### config.mk
export PLATFORM = sky130hd
export DESIGN_NAME = pfb_frame_sequencer
export DESIGN_NICKNAME = d
export VERILOG_FILES = /design/src/rtl/pfb_ctrl_pkg.sv /design/src/rtl/pfb_stall_watchdog.sv /design/src/rtl/pfb_frame_sequencer.sv
export SDC_FILE = /design/constraint.sdc
export NUM_CORES = 1
export LEC_CHECK = 0
export BUFFER_PORTS_ARGS = -buffer_cell sky130_fd_sc_hd__buf_2
export CAP_MARGIN = 20
export CORE_AREA = 2 2 124 126
export DETAILED_ROUTE_END_ITERATION = 8
export DIE_AREA = 0 0 126 128
export MAX_ROUTING_LAYER = met4
export PLACE_DENSITY_LB_ADDON = 0.12
export SLEW_MARGIN = 20
export SYNTH_ARGS = -nofsm -noshare
export SYNTH_HDL_FRONTEND = slang
export SYNTH_SLANG_ARGS = --single-unit
### constraint.sdc
create_clock -name ap_clk -period 7.7 [get_ports ap_clk]
set_input_delay 0.77 -clock ap_clk [delete_from_list [all_inputs] [get_ports ap_clk]]
set_output_delay 0.77 -clock ap_clk [all_outputs]
set_load 0.02 [all_outputs]
### src/rtl/pfb_ctrl_pkg.sv
// Shared types and default sizing for the pfb_multichannel frame sequencer.
package pfb_ctrl_pkg;

  localparam int CNT_W_DEF        = 32;
  localparam int WDOG_W_DEF       = 24;
  localparam int MAX_INFLIGHT_DEF = 2;
  localparam int INFL_W           = 3;

  typedef enum logic [1:0] {
    ST_IDLE  = 2'd0,
    ST_RUN   = 2'd1,
    ST_DRAIN = 2'd2
  } seq_state_e;

endpackage

### src/rtl/pfb_stall_watchdog.sv
// Counts cycles with work outstanding but no handshake progress; raises a sticky
// stall flag and snapshots the kernel block status when the count reaches the limit.
module pfb_stall_watchdog
  import pfb_ctrl_pkg::*;
#(
  parameter int WDOG_W = WDOG_W_DEF
) (
  input  logic              ap_clk,
  input  logic              ap_rst,
  input  logic              rearm,
  input  logic              clear,
  input  logic              active,
  input  logic [WDOG_W-1:0] limit,
  input  logic              blk,
  output logic              stall,
  output logic              stall_blk
);

  logic [WDOG_W-1:0] cnt_r;
  logic [WDOG_W-1:0] cnt_nxt_s;
  logic              hit_s;
  logic              stall_r;
  logic              stall_blk_r;

  // Next count: clear wins, otherwise saturating increment while active.
  always_comb begin
    cnt_nxt_s = cnt_r;
    if (clear) begin
      cnt_nxt_s = '0;
    end else if (active && (cnt_r != '1)) begin
      cnt_nxt_s = cnt_r + WDOG_W'(1);
    end else begin
      cnt_nxt_s = cnt_r;
    end
  end

  // Flag rises on the edge where the count reaches the limit; a zero limit never hits.
  assign hit_s = (limit != '0) && (cnt_nxt_s == limit);

  // Counter and sticky flag registers.
  always_ff @(posedge ap_clk) begin
    if (ap_rst) begin
      cnt_r       <= '0;
      stall_r     <= 1'b0;
      stall_blk_r <= 1'b0;
    end else begin
      cnt_r <= cnt_nxt_s;
      if (rearm) begin
        stall_r     <= 1'b0;
        stall_blk_r <= 1'b0;
      end else if (hit_s && !stall_r) begin
        stall_r     <= 1'b1;
        stall_blk_r <= blk;
      end else begin
        stall_r     <= stall_r;
        stall_blk_r <= stall_blk_r;
      end
    end
  end

  assign stall     = stall_r;
  assign stall_blk = stall_blk_r;

endmodule

### src/rtl/pfb_frame_sequencer.sv
// Drives the pfb_multichannel kernel through ap_ctrl_chain: one ap_start per frame,
// bounded overlap, backpressure-gated ap_continue, completion counting and watchdog.
module pfb_frame_sequencer
  import pfb_ctrl_pkg::*;
#(
  parameter int CNT_W        = CNT_W_DEF,
  parameter int MAX_INFLIGHT = MAX_INFLIGHT_DEF,
  parameter int WDOG_W       = WDOG_W_DEF
) (
  input  logic              ap_clk,
  input  logic              ap_rst,
  input  logic              cfg_start,
  input  logic              cfg_stop,
  input  logic [CNT_W-1:0]  cfg_num_frames,
  input  logic [WDOG_W-1:0] cfg_stall_limit,
  input  logic              ds_ready,
  output logic              k_ap_start,
  input  logic              k_ap_ready,
  input  logic              k_ap_done,
  input  logic              k_ap_idle,
  output logic              k_ap_continue,
  input  logic              k_blk,
  output logic              busy,
  output logic              seq_done,
  output logic [CNT_W-1:0]  frames_done,
  output logic              stall,
  output logic              stall_blk,
  output logic              err_underflow
);

  localparam logic [INFL_W-1:0] MAX_INFL_C = INFL_W'(MAX_INFLIGHT);
  localparam logic [INFL_W-1:0] INFL_ONE_C = INFL_W'(1);

  seq_state_e        state_r, state_nxt_s;
  logic [CNT_W-1:0]  num_frames_r, num_frames_nxt_s;
  logic [WDOG_W-1:0] stall_limit_r, stall_limit_nxt_s;
  logic [CNT_W-1:0]  started_r, started_nxt_s, started_inc_s;
  logic [CNT_W-1:0]  frames_done_r, frames_done_nxt_s;
  logic [INFL_W-1:0] inflight_r, inflight_nxt_s;
  logic              k_ap_start_r, k_ap_start_nxt_s;
  logic              k_ap_continue_r, k_ap_continue_nxt_s;
  logic              busy_r, busy_nxt_s;
  logic              seq_done_r, seq_done_nxt_s;
  logic              err_underflow_r, err_underflow_nxt_s;
  logic              start_hs_s, done_hs_s, accept_s, quota_left_s;

  assign start_hs_s    = k_ap_start_r & k_ap_ready;
  assign done_hs_s     = k_ap_done & k_ap_continue_r;
  assign accept_s      = (state_r == ST_IDLE) & cfg_start;
  assign started_inc_s = started_r + {{(CNT_W-1){1'b0}}, start_hs_s};

  // State register.
  always_ff @(posedge ap_clk) begin
    if (ap_rst) begin
      state_r <= ST_IDLE;
    end else begin
      state_r <= state_nxt_s;
    end
  end

  // Next state; the frame-quota test sees this cycle's start handshake.
  always_comb begin
    state_nxt_s = state_r;
    case (state_r)
      ST_IDLE: begin
        if (cfg_start) state_nxt_s = ST_RUN;
        else           state_nxt_s = ST_IDLE;
      end
      ST_RUN: begin
        if (cfg_stop || ((num_frames_r != '0) && (started_inc_s == num_frames_r)))
          state_nxt_s = ST_DRAIN;
        else
          state_nxt_s = ST_RUN;
      end
      ST_DRAIN: begin
        if (!k_ap_start_r && (inflight_r == '0) && k_ap_idle) state_nxt_s = ST_IDLE;
        else                                                 state_nxt_s = ST_DRAIN;
      end
      default: state_nxt_s = ST_IDLE;
    endcase
  end

  // Next values of counters and registered outputs.
  always_comb begin
    num_frames_nxt_s    = num_frames_r;
    stall_limit_nxt_s   = stall_limit_r;
    started_nxt_s       = started_inc_s;
    frames_done_nxt_s   = frames_done_r + {{(CNT_W-1){1'b0}}, done_hs_s};
    inflight_nxt_s      = inflight_r;
    err_underflow_nxt_s = err_underflow_r;

    case ({start_hs_s, done_hs_s})
      2'b10: inflight_nxt_s = inflight_r + INFL_ONE_C;
      2'b01: begin
        if (inflight_r == '0) err_underflow_nxt_s = 1'b1;
        else                  inflight_nxt_s      = inflight_r - INFL_ONE_C;
      end
      default: inflight_nxt_s = inflight_r;
    endcase

    if (accept_s) begin
      num_frames_nxt_s    = cfg_num_frames;
      stall_limit_nxt_s   = cfg_stall_limit;
      started_nxt_s       = '0;
      frames_done_nxt_s   = '0;
      inflight_nxt_s      = '0;
      err_underflow_nxt_s = 1'b0;
    end else begin
      num_frames_nxt_s = num_frames_r;
    end

    quota_left_s = (num_frames_nxt_s == '0) || (started_nxt_s < num_frames_nxt_s);

    // A raised start is never withdrawn before ready, and always drops after acceptance.
    if (k_ap_start_r) begin
      k_ap_start_nxt_s = ~k_ap_ready;
    end else if ((state_nxt_s == ST_RUN) && (inflight_nxt_s < MAX_INFL_C) && quota_left_s) begin
      k_ap_start_nxt_s = 1'b1;
    end else begin
      k_ap_start_nxt_s = 1'b0;
    end

    k_ap_continue_nxt_s = ds_ready && (state_nxt_s != ST_IDLE);
    busy_nxt_s          = (state_nxt_s != ST_IDLE);
    seq_done_nxt_s      = (state_r == ST_DRAIN) && (state_nxt_s == ST_IDLE);
  end

  // Counter and output registers.
  always_ff @(posedge ap_clk) begin
    if (ap_rst) begin
      num_frames_r    <= '0;
      stall_limit_r   <= '0;
      started_r       <= '0;
      frames_done_r   <= '0;
      inflight_r      <= '0;
      k_ap_start_r    <= 1'b0;
      k_ap_continue_r <= 1'b0;
      busy_r          <= 1'b0;
      seq_done_r      <= 1'b0;
      err_underflow_r <= 1'b0;
    end else begin
      num_frames_r    <= num_frames_nxt_s;
      stall_limit_r   <= stall_limit_nxt_s;
      started_r       <= started_nxt_s;
      frames_done_r   <= frames_done_nxt_s;
      inflight_r      <= inflight_nxt_s;
      k_ap_start_r    <= k_ap_start_nxt_s;
      k_ap_continue_r <= k_ap_continue_nxt_s;
      busy_r          <= busy_nxt_s;
      seq_done_r      <= seq_done_nxt_s;
      err_underflow_r <= err_underflow_nxt_s;
    end
  end

  pfb_stall_watchdog #(
    .WDOG_W (WDOG_W)
  ) u_watchdog (
    .ap_clk    (ap_clk),
    .ap_rst    (ap_rst),
    .rearm     (accept_s),
    .clear     (start_hs_s | done_hs_s | (state_r == ST_IDLE)),
    .active    (busy_r & ((inflight_r != '0) | k_ap_start_r)),
    .limit     (stall_limit_r),
    .blk       (k_blk),
    .stall     (stall),
    .stall_blk (stall_blk)
  );

  assign k_ap_start    = k_ap_start_r;
  assign k_ap_continue = k_ap_continue_r;
  assign busy          = busy_r;
  assign seq_done      = seq_done_r;
  assign frames_done   = frames_done_r;
  assign err_underflow = err_underflow_r;

endmodule
; ---- Word level (Yosys, flattened, before mapping)
; Cells that the tools add are included.
[op_classes]
n_addsub = 5
n_mul = 0
div_mod_pow = 0
magnitude_cmp = 2
n_eq_ne = 8
shift = 0
n_mux = 13
bitwise = 8
reduce_logical = 24
[ops]
columns = cell, count
row1 = $add 32x1->32, 2
row2 = $mux 32, 2
row3 = $mux 24, 2
row4 = $eq 32x32->1, 1
row5 = $logic_not 32->1, 1
row6 = $lt 32x32->1, 1
row7 = $reduce_bool 32->1, 1
row8 = $add 24x1->24 const B, 1
row9 = $eq 24x24->1, 1
row10 = $ne 24x24->1 const B, 1
row11 = $reduce_bool 24->1, 1
row12 = $logic_and 1x1->1, 10
row13 = $eq 2x1->1 const B, 3
row14 = $mux 3, 2
row15 = $pmux 2 s3, 1
row16 = $pmux 3 s2, 1
row17 = $and 1x1->1, 4
row18 = $eq 2x2->1 const B, 2
row19 = $logic_not 2->1, 2
row20 = $mux 2, 2
row21 = $add 3x1->3 const B, 1
row22 = $logic_not 3->1, 1
row23 = $lt 3x2->1 const B, 1
row24 = $mux 1, 3
row25 = 9 further kinds, 13
[word_totals]
register_bits = 156
latchBits = 0
mem_bits_rw = 0
romBits = 0
inputBits = 65
wordCells = 74
memories = 0

; ---- Longest topological paths before layout
; Gate-level depths: netlist of the first run.
[logic_depth]
word_depth = 12
ltp_mapped = 18

; ---- By module
; From an unflattened synthesis of the first run, not the netlist that was laid out.
[hier_totals]
hier_cells = 1194
area_unflattened_um2 = 9818.2
[by_module_without_submodules]
columns = module, instances, cells_per_inst, area_each_um2
row1 = pfb_frame_sequencer, 1, 892, 7403.4
row2 = pfb_stall_watchdog, 1, 302, 2414.8

; ---- Least setup slack after synthesis of the first run
; OpenSTA, ideal clock, no wires.
[synth_path]
path_type = input-to-reg
start = input cfg_start
end = register k_ap_start_r (netlist: k_ap_start)
setup_ns = 0.087
t_arrival_ns = 4.454
required_ns = 7.613
setup_slack_ns = 3.159
cell_stages = 17
path_buffers = 5
cell_sequence = nor3b_1 -> buf_2 -> clkbuf_1 -> clkbuf_1 -> clkbuf_8 -> clkbuf_1 -> nor2_1 -> ha_1 -> a21o_1 -> a21o_1 -> a21oi_1 -> nor2_1 -> a2111oi_0 -> nor2_1 -> a2111oi_0 -> nor2_1 -> o31ai_1
[synth_via]
elab_chain_len = 7
[synth_lines]
columns = element, line_no
row1 = from (decl), pfb_frame_sequencer.sv:12  ; input logic cfg_start,
row2 = $and 1x1->1, pfb_frame_sequencer.sv:49  ; assign accept_s = (state_r == ST_IDLE) & cfg_start;
row3 = $mux 32, pfb_frame_sequencer.sv:101  ; if (accept_s) begin
row4 = via started_nxt_s[17], pfb_frame_sequencer.sv:37  ; logic [CNT_W-1:0] started_r, started_nxt_s, started_inc_s;
row5 = $lt 32x32->1, pfb_frame_sequencer.sv:112  ; quota_left_s = (num_frames_nxt_s == '0) || (started_nxt_s < num_frames_nxt_s);
row6 = $logic_or 1x1->1, pfb_frame_sequencer.sv:112
row7 = $logic_and 1x1->1, pfb_frame_sequencer.sv:117  ; end else if ((state_nxt_s == ST_RUN) && (inflight_nxt_s < MAX_INFL_C) && quota_left_s) begin
row8 = $mux 1, pfb_frame_sequencer.sv:117
row9 = $mux 1, pfb_frame_sequencer.sv:115  ; if (k_ap_start_r) begin
row10 = to (signal assigned), pfb_frame_sequencer.sv:147  ; k_ap_start_r <= k_ap_start_nxt_s;
row11 = to (decl), pfb_frame_sequencer.sv:40  ; logic k_ap_start_r, k_ap_start_nxt_s;
; The timed path passes the listed nets, and every way through them passes these cells.
; A chain may end at the register's enable or synchronous reset.

; ---- Final worst setup path of the first run
[layout_path]
start = register k_ap_start_r (netlist: k_ap_start)
end = register k_ap_start_r (netlist: k_ap_start)
[layout_rtl]
columns = element, line_no
row1 = $and 1x1->1, pfb_frame_sequencer.sv:47  ; assign start_hs_s = k_ap_start_r & k_ap_ready;
row2 = $add 32x1->32, pfb_frame_sequencer.sv:50  ; assign started_inc_s = started_r + {{(CNT_W-1){1'b0}}, start_hs_s};
row3 = $mux 32, pfb_frame_sequencer.sv:101
row4 = via started_nxt_s[16], pfb_frame_sequencer.sv:37
row5 = $lt 32x32->1, pfb_frame_sequencer.sv:112
row6 = $logic_or 1x1->1, pfb_frame_sequencer.sv:112
row7 = $logic_and 1x1->1, pfb_frame_sequencer.sv:117
row8 = $mux 1, pfb_frame_sequencer.sv:117
row9 = $mux 1, pfb_frame_sequencer.sv:115
; The timed path passes the listed nets, and every way through them passes these cells.

==> impl_metrics.py, run 1 <==
metrics = {
    "timing": {
        "finalCriticalPeriod_ns": 4.69,
        "worst_slew_pin_slew_ns": 1.02,
        "slew_violations": 0,
        "finalClockSkew_ns": 0.0157,
        "rsz0062_at_grt": "no",
        "max_freq_mhz": 213,
        "finalSetupTns_ns": 0,
        "fin_crit_sh_pct": 60.8,
        "hold_ws_ns": 0.475,
        "setup_viol": 0,
        "finalHoldViolCount": 0,
        "relSlewSlack_pct": 32.1,
    },
    "worst_setup_path": {
        "cp-end-kind": "register",
        "crit_chain": "and2_1, ha_1, ha_1, inv_1, nor4_1, nand4_1, xor2_1, nor2_1, ha_1, a21o_1, a21o_1, a21oi_1, nor2_1, a2111oi_0, nor2_1, a2111oi_0, nor2_1, o31ai_1",
        "rr_startpoint": "k_ap_start",
        "worst_r2r_endpoint": "k_ap_start",
        "cp_max_fo": 7,
        "start_kind": "register",
        "worstSetupPathType": "reg -> reg",
        "reg2reg_slack_ns": 3.01,
        "path_buf_inv": 1,
        "worstPathRequired_ns": 8.05,
        "cpMostUsedCell": "nor2_1",
        "worst_ep_arrival_time_ns": 5.04,
        "slowest_stage": "nor4_1",
        "worstRegToRegCells": 18,
        "slowest_delay_ns": 0.72,
        "cp_top_family": "simple AND/OR/NAND/NOR gates",
    },
    "synth": {
        "syn_inst": 1117,
        "async_flop_share_pct": 0,
        "synth_cell_types": 78,
        "synth_ff_type": "dfxtp_1",
        "synth.net_count": 1224,
        "ys_warn_count": 0,
        "yosysTopAreaCell": "dfxtp_1",
        "synth_area_um2": 9340,
        "netlist_top_cells_area": "dfxtp_1 33%, nor2_1 6.9%, ha_1 5.6%",
        "synth-seq-cells": 156,
        "ys_seq_area_share_pct": 33.4,
        "syn_avg_cell_area_um2": 8.36,
        "synth_top_area_share_pct": 33.4,
        "synth_edf_count": 0,
    },
    "placement": {
        "dpl.hpwl_mm": 19.6,
        "gp_congestion": 0.966,
        "dp.cells": 1358,
        "portBuffers": 103,
    },
    "finish": {
        "final_cell_count_no_fill": 1390,
        "areaGrowthSynthToFinish_pct": 11.6,
        "n_antenna_cell": 0,
        "fill_cells": 1244,
        "drive_above_1_share_pct": 14.1,
        "finish.utilization_pct": 70.1,
        "nNetsFinal": 1296,
    },
    "route": {
        "drt_pass1_iterations": 5,
        "vias_per_cell": 6.24,
        "routed_wl_mm": 26.6,
        "drtAntennaViolNets": 0,
        "num_vias": 8673,
        "drc": 0,
        "dr.first_iter.drc_count": 825,
        "drt-wirelength-per-cell_um": 19.1,
    },
    "job": {
        "drv_cap": 0,
    },
    "min_path": {
        "min_to": "err_underflow",
        "min_path_type": "reg -> reg",
        "min_path_cells": 2,
        "hp-start": "err_underflow",
    },
    "clock_network": {
        "htree_levels": 4,
        "cts-resized-gates": 0,
        "clock_latency_ns": 0.44,
        "cts_buffer_depth": 2,
        "post_cts_buffers": 0,
        "cts_num_sinks": 156,
        "cts_buffers": 17,
        "clk_pin_slew_ns": 0.06,
        "cts_tree": "done",
        "cts_hold_buf": 0,
        "root_buffer": "clkbuf_16",
    },
    "floorplanning": {
        "die_y_um": 128,
        "placementRows": 45,
        "io_pins": 104,
        "die_w_um": 126,
        "core-area_um2": 14900,
        "dieArea_um2": 16100,
        "start_util_pct": 62.8,
    },
    "global_route": {
        "antenna_found_initial": 0,
        "grt_max_degree": 86,
        "grt_usage_pct": 34.4,
        "grt_overflow": 0,
        "first_global_vias": 8191,
        "grt_pass1_wl_mm": 42.7,
    },
    "power_and_ir_drop": {
        "finalPower_uw": 1950,
        "ir_drop_mv": 0.179,
        "p_leak_uw": 0.00410,
        "power_per_cell_area_nw_per_um2": 187,
    },
    "status": {
        "outcome": "finished clean",
    },
}
-- sequential cells by signal (all words and copies together), names as in the netlist --
| register | cells |
|---|---|
| stall_limit_r | 24 |
| num_frames_r | 32 |
| k_ap_continue | 1 |
| err_underflow | 1 |
| u_watchdog.stall_blk | 1 |
| k_ap_start | 1 |
| frames_done | 32 |
| inflight_r | 3 |
| seq_done | 1 |
| u_watchdog.stall | 1 |
| started_r | 32 |
| u_watchdog.cnt_r | 24 |
| busy | 1 |
| state_r | 2 |
-- tightest hold or removal path: stages, from the launching register on --
cell and delay (ns):
dfxtp_1 0.33, nor2_1 0.05, nor2_1 0.07
-- metrics by stage --
step | setup WS, ns | instance area (um2)
floorplan | 3.16 | 9340
global placement | 2.82 | 9850
detailed placement | 2.72 | 9850
CTS | 3.08 | 10400
global route | 2.67 | 10400
finish | 3.01 | 10400
-- how the worst max path moves through the flow --
stage | from | end | cells after the start
2_1_floorplan | cfg_start | k_ap_start | 17
6_report | k_ap_start | k_ap_start | 18
5_1_grt | k_ap_start | k_ap_start | 18
3_3_place_gp | k_ap_ready | k_ap_start | 19
3_5_place_dp | k_ap_ready | k_ap_start | 18
4_1_cts | k_ap_start | k_ap_start | 18
-- cell type report --
cell class,count,area [um2],share of cell area (%)
clock inverters,11,106,1.02
clock buffers,21,460,4.42
flip-flops and latches,156,3120,30.0
multi-input cells,880,5830,55.9
inverters,25,93.8,0.900
well taps,188,235,2.26
repair buffers,109,573,5.50
-- layer usage --
metal | global-route usage [%] | vias to the layer above | share of wire [%]
met2 | 56.5 | 322 | 49
met5 | - | - | 0
li1 | - | 4161 | -
met3 | 6.55 | 66 | 6.7
met4 | 14.0 | 0 | 3.5
met1 | 42.0 | 4124 | 41
-- synthesized netlist by cell type, drive strengths merged, types with 4 or more instances --
master,number
o21a,6
a31oi,10
xnor3,8
or4,13
dfxtp,156
o31ai,7
nor4,41
buf,9
and2,13
a21o,11
nand3,32
ha,42
nand2b,11
nor2,172
nand4,50
a2111oi,7
mux2i,37
or3b,4
xnor2,53
nor2b,7
and4,10
o2111ai,8
xor2,43
nor3b,4
o21ai,24
clkbuf,47
and3,12
nor3,31
inv,25
o211ai,5
a21oi,59
or3,12
nand2,106
-- placed cells by master (no fill, tap or decap), types with 23 or more instances in the layout --
master / instances
nor3_1: 30
nand3_1: 31
nor2_1: 172
mux2i_1: 37
ha_1: 42
buf_2: 103
nand4_1: 46
xor2_1: 43
nor4_1: 35
a21oi_1: 59
o21ai_0: 23
inv_1: 25
nand2_1: 106
xnor2_1: 53
dfxtp_1: 156
-- cell families (layout without fill, tap and decap cells) --
kind of cell | count (synthesis) | count (layout) | synth area share (%)
xor gates and xnor gates | 105 | 105 | 11.2
AOI/OAI and AO/OA | 169 | 169 | 12.2
adders and majority gates | 42 | 42 | 5.63
buffers and inverters | 81 | 166 | 4.23
and+or+nand+nor | 525 | 525 | 29.1
DFF | 156 | 156 | 33.4
muxes | 39 | 39 | 4.21
-- where the power goes --
group          switching (uW)  internal (uW)
registers                37.7            831
logic                     154           99.6
clock network             358            467
total                     549           1400
Note: power is estimated with default switching activity, not from simulation.
==> run 2: changes to the inputs <==
--- a/config.mk
+++ b/config.mk
@@ -5,11 +5,12 @@
 export SDC_FILE = /design/constraint.sdc
 export NUM_CORES = 1
 export LEC_CHECK = 0
+export ABC_AREA = 1
 export BUFFER_PORTS_ARGS = -buffer_cell sky130_fd_sc_hd__buf_2
 export CAP_MARGIN = 20
-export CORE_AREA = 2 2 124 126
+export CORE_AREA = 2 2 130 132
 export DETAILED_ROUTE_END_ITERATION = 8
-export DIE_AREA = 0 0 126 128
+export DIE_AREA = 0 0 132 134
 export MAX_ROUTING_LAYER = met4
 export PLACE_DENSITY_LB_ADDON = 0.12
 export SLEW_MARGIN = 20
==> constraint.sdc (replaced) <==
create_clock -name ap_clk -period 4.4 [get_ports ap_clk]
set_input_delay 0.44 -clock ap_clk [delete_from_list [all_inputs] [get_ports ap_clk]]
set_output_delay 0.44 -clock ap_clk [all_outputs]
set_load 0.02 [all_outputs]
==> impl_metrics.py, run 2 <==
metrics = {
    "finish": {
        "final_cell_count_no_fill": 1855,
        "finish.utilization_pct": 66.8,
        "drive_above_1_share_pct": 11.8,
        "areaGrowthSynthToFinish_pct": 13.4,
        "nNetsFinal": 1728,
        "mostFrequentLayoutCells": "423 x nand2_1, 271 x nor2_1, 168 x inv_1",
        "fill_cells": 1571,
        "layout_commonest_cell": "nand2_1",
        "multi_input_area_um2": 5660,
        "layout.area.seq_um2": 3120,
    },
    "timing": {
        "finalHoldViolCount": 0,
        "slew_violations": 0,
        "fin_crit_sh_pct": 76.5,
        "hold_ws_ns": 0.231,
        "setup_viol": 0,
        "finalClockSkew_ns": 0.00834,
        "rsz0062_at_grt": "no",
        "finalSetupTns_ns": 0,
        "relSlewSlack_pct": 51.9,
        "max_freq_mhz": 297,
        "worst_slew_pin_slew_ns": 0.720,
        "finalCriticalPeriod_ns": 3.37,
    },
    "floorplanning": {
        "core-area_um2": 16300,
        "die_w_um": 132,
        "dieArea_um2": 17700,
        "die_y_um": 134,
        "io_pins": 104,
        "start_util_pct": 58.9,
        "placementRows": 47,
    },
    "global_route": {
        "first_global_vias": 9145,
        "grt_usage_pct": 32.9,
        "grt_max_degree": 60,
        "grt_pass1_wl_mm": 45.0,
        "grt_overflow": 0,
        "antenna_found_initial": 1,
    },
    "worst_setup_path": {
        "start_kind": "register",
        "worstPathRequired_ns": 4.73,
        "worst_ep_arrival_time_ns": 3.70,
        "cp-end-kind": "register",
        "worstSetupPathType": "reg -> reg",
        "cp_max_fo": 6,
        "reg2reg_slack_ns": 1.03,
    },
    "route": {
        "routed_wl_mm": 28.0,
        "dr.first_iter.drc_count": 786,
        "drtAntennaViolNets": 0,
        "drt_pass1_iterations": 6,
        "drt-wirelength-per-cell_um": 15.1,
        "drc": 0,
        "num_vias": 10100,
        "vias_per_cell": 5.42,
    },
    "synth": {
        "synth_common_cells": "424 x nand2_1, 271 x nor2_1, 169 x inv_1",
        "synthAdderAreaFrac_pct": 5.47,
        "synthSimpleGateAreaFrac_pct": 41.3,
        "synth_cell_types": 48,
        "netlist_top_cells_area": "dfxtp_1 33%, nand2_1 17%, nor2_1 11%",
        "synth_area_um2": 9600,
        "syn_inst": 1530,
        "async_flop_share_pct": 0,
        "ys_seq_area_share_pct": 32.5,
        "synth-compound-area-share_pct": 9.34,
        "synth_top_family_by_area": "simple AND/OR/NAND/NOR gates",
        "syn_avg_cell_area_um2": 6.28,
        "yosysTopAreaCell": "dfxtp_1",
        "synth-seq-cells": 156,
        "synth_edf_count": 0,
        "synth.net_count": 1637,
        "yosysMostFrequentCell": "nand2_1",
        "synth_top_area_share_pct": 32.5,
        "muxShareOfSynthArea_pct": 0.417,
        "synth_ff_type": "dfxtp_1",
        "synthXorXnorAreaFrac_pct": 2.29,
        "ys_warn_count": 0,
    },
    "clock_network": {
        "cts-resized-gates": 0,
        "htree_levels": 4,
        "cts_buffers": 17,
        "post_cts_buffers": 0,
        "clock_latency_ns": 0.44,
        "cts_tree": "done",
        "cts_num_sinks": 156,
        "cts_buffer_depth": 2,
        "clk_pin_slew_ns": 0.07,
        "cts_hold_buf": 0,
        "root_buffer": "clkbuf_16",
    },
    "power_and_ir_drop": {
        "sequentialPowerShare_pct": 43.3,
        "finalPower_uw": 3490,
        "p_leak_uw": 0.00486,
        "internal_power_uw": 2440,
        "clkPwrFrac_pct": 42.7,
        "power.switching_uw": 1060,
        "pwr-share-comb_pct": 14.0,
        "power_per_cell_area_nw_per_um2": 321,
        "ir_drop_mv": 0.320,
        "swShare_pct": 30.2,
    },
    "placement": {
        "dpl.hpwl_mm": 21.7,
        "portBuffers": 103,
        "gp_congestion": 0.995,
        "dp.cells": 1822,
    },
    "min_path": {
        "min_path_type": "in -> reg",
    },
    "status": {
        "outcome": "finished clean",
    },
    "job": {
        "drv_cap": 0,
    },
}
==> run 2: per-stage QoR <==
step,worst slack [ns],instance area [um2]
6_report,1.03,10900
5_1_grt,0.681,10900
2_1_floorplan,1.50,9600
4_1_cts,1.04,10900
3_5_place_dp,0.978,10300
3_3_place_gp,1.11,10300
==> run 2: critical path, cell delays in order, from the launching register on <==
cell	delay (ns)
dfxtp_1	0.39
nand2_1	0.14
inv_1	0.11
ha_1	0.20
ha_1	0.20
nand2_1	0.13
nor2_4	0.16
nand2_1	0.15
nor2_4	0.23
nand3_1	0.12
nand2_1	0.11
nor2_1	0.05
ha_1	0.30
nand2_1	0.07
nor2_1	0.19
nand4_1	0.15
nor4_1	0.19
nand2_1	0.08
nand2_1	0.07
nand2_1	0.08
nand3_1	0.09
a21oi_1	0.06
==> run 2: per-layer routing <==
layer  global-route usage [%]  wire [um]  vias up
li1                         -          -     5099
met4                     10.1        646        0
met1                     45.5      12800     4542
met2                     49.8      12100      366
met3                     5.25       2370       47
met5                        -          0        -
==> run 2: path summary, 6_finish.rpt <==
path | start | end | depth (start not counted)
worst max-delay path | k_ap_start | k_ap_start | 21
worst min-delay path | ds_ready | k_ap_continue | 3
worst max register to register | k_ap_start | k_ap_start | 21
worst min register to register | err_underflow | err_underflow | 2
==> run 2: power by group through the flow <==
stage	combinational [uW]	sequential (uW)	clock, uW
after detailed placement	481	1540	0
after global routing	545	1520	1570
final	488	1510	1490
after floorplan	320	1530	0
after CTS	483	1510	1510
after global placement	477	1540	0
==> run 2: logic make-up after synthesis <==
| family | count (synthesis) |
|---|---|
| AOI/OAI and AO/OA | 166 |
| xor gates and xnor gates | 22 |
| adders and majority gates | 42 |
| buffers and inverters | 215 |
| DFF | 156 |
| muxes | 4 |
| and+or+nand+nor | 925 |
==> run 2: area by class of cell <==
| cell class | count | share of cell area, % |
|---|---|---|
| Antenna cell | 1 | 0.0230 |
| Tap cell | 220 | 2.53 |
| Clock inverter | 14 | 1.34 |
| Clock buffer | 18 | 4.03 |
| Inverter | 178 | 6.14 |
| Multi-Input combinational cell | 1159 | 52.0 |
| Timing Repair Buffer | 109 | 5.26 |
| Sequential cell | 156 | 28.7 |
==> run 3: changes to the inputs <==
==> constraint.sdc (replaced) <==
create_clock -name ap_clk -period 3.35 [get_ports ap_clk]
set_input_delay 0.335 -clock ap_clk [delete_from_list [all_inputs] [get_ports ap_clk]]
set_output_delay 0.335 -clock ap_clk [all_outputs]
set_load 0.02 [all_outputs]
==> impl_metrics.py, run 3 (synthesis gave the netlist of run 2 again) <==
metrics = {
    "route": {
        "drtAntennaViolNets": 0,
        "dr.first_iter.drc_count": 952,
        "routed_wl_mm": 29.3,
        "drc": 0,
        "highest_layer": "met4",
        "num_vias": 10400,
        "met3WireLength_mm": 2.51,
        "met1_length_mm": 13.1,
        "drt_pass1_iterations": 5,
        "drt-wirelength-per-cell_um": 15.5,
        "wl_met2_mm": 13.0,
        "vias_per_cell": 5.48,
    },
    "finish": {
        "final_cell_count_no_fill": 1889,
        "layout_commonest_cell": "nand2_1",
        "drive_above_1_share_pct": 14.6,
        "n_antenna_cell": 0,
        "nNetsFinal": 1763,
        "areaGrowthSynthToFinish_pct": 17.8,
        "final_area_um2": 11300,
        "mostFrequentLayoutCells": "420 x nand2_1, 265 x nor2_1, 167 x inv_1",
    },
    "worst_setup_path": {
        "slowest_stage": "nor4_2",
        "cpMostUsedCell": "nand2_1",
        "start_kind": "register",
        "reg2reg_slack_ns": 0.13,
        "crit_chain": "nand2_1, inv_1, ha_4, nand2_1, nor2_4, nand2_1, nor2_4, nand3_1, nand2_1, nor2_1, ha_1, nand2_1, nor2_2, nand4_1, nor4_2, nand2_1, nand2_1, nand2_1, nand3_1, a21oi_1",
        "slowest_delay_ns": 0.40,
        "worstPathRequired_ns": 3.69,
        "worstSetupPathType": "reg -> reg",
        "worst_ep_arrival_time_ns": 3.56,
        "cp_max_fo": 7,
        "cp-end-kind": "register",
    },
    "global_route": {
        "grt_max_degree": 44,
        "antenna_found_initial": 0,
        "grt_usage_pct": 34.3,
        "first_global_vias": 9249,
        "grt_overflow": 0,
        "grt_pass1_wl_mm": 46.5,
    },
    "floorplanning": {
        "die_y_um": 134,
        "placementRows": 47,
        "dieArea_um2": 17700,
        "start_util_pct": 58.9,
        "core-area_um2": 16300,
        "io_pins": 104,
        "die_w_um": 132,
    },
    "clock_network": {
        "clock_latency_ns": 0.45,
        "cts_buffer_depth": 2,
        "htree_levels": 4,
        "cts_buffers": 17,
        "root_buffer": "clkbuf_16",
        "cts_tree": "done",
        "clk_pin_slew_ns": 0.07,
        "cts_num_sinks": 156,
    },
    "placement": {
        "dpl.hpwl_mm": 22.6,
        "post_dp_cell_area_um2": 10500,
        "dp.cells": 1848,
        "place_ws_ns": -0.0178,
        "gp_congestion": 1.01,
        "portBuffers": 103,
    },
    "timing": {
        "slew_violations": 0,
        "fin_crit_sh_pct": 96.1,
        "finalCriticalPeriod_ns": 3.22,
        "setup_viol": 0,
        "relSlewSlack_pct": 53.5,
        "finalHoldViolCount": 0,
        "worst_slew_pin_slew_ns": 0.697,
        "max_freq_mhz": 311,
        "fin_ws_ns": 0.131,
        "hold_ws_ns": 0.148,
        "finalClockSkew_ns": 0.0111,
    },
    "power_and_ir_drop": {
        "ir_drop_mv": 0.386,
        "power_per_cell_area_nw_per_um2": 437,
        "p_leak_uw": 0.00506,
    },
    "job": {
        "drv_cap": 0,
    },
    "min_path": {
        "min_path_type": "in -> reg",
    },
    "status": {
        "outcome": "finished clean",
    },
}
[run 3: worst max-delay path, delay by kind of cell (launching register included)]
family / cells / cell delay [ns]
compound gates: 1 / 0.06
fa+ha+maj: 2 / 0.43
buf+inv: 1 / 0.12
flops: 1 / 0.34
simple gates: 16 / 2.16
[run 3: path summary, 6_finish.rpt]
path,cells after the start,from,to
worst max-delay path,20,k_ap_start,k_ap_start
worst min-delay path,3,ds_ready,k_ap_continue
worst max register to register,20,k_ap_start,k_ap_start
worst min register to register,2,err_underflow,err_underflow
[run 3: metrics by stage]
stage / util [%] / power, uW / setup TNS, ns
finish: 69.4 / 4940 / 0
CTS: 68.6 / 4920 / 0
floorplan: - / 2430 / 0
detailed placement: 64.4 / 2700 / -0.0178
global route: 69.4 / 5110 / -0.0698
global placement: 64.4 / 2700 / 0
[run 3: layout make-up]
cell class	count	area, um2
tap	220	275
clock buffer	17	425
sequential	156	3120
clock inverter	15	250
multi-input combinational	1159	5730
fill	1465	4980
timing repair buffer	144	836
inverter	178	669
[run 3: timing repair]
item / CTS / global route
gates resized for setup: 0 / 20
hold endpoints to repair: 0 / 0
hold buffers: 0 / 0
buffers inserted: 0 / 9
endpoints found under the setup margin: 0 / 1
[run 3: routing by layer]
metal  global-route usage (%)  vias up
met3                     8.05       54
met2                     52.2      425
met5                        -        -
li1                         -     5156
met4                     9.66        0
met1                     45.8     4724
[run 3: power breakdown]
group | total, uW | switching [uW] | internal, uW
sequential | 1990 | 64.9 | 1920
clock | 2250 | 895 | 1350
combinational | 701 | 462 | 239
total | 4940 | 1420 | 3520
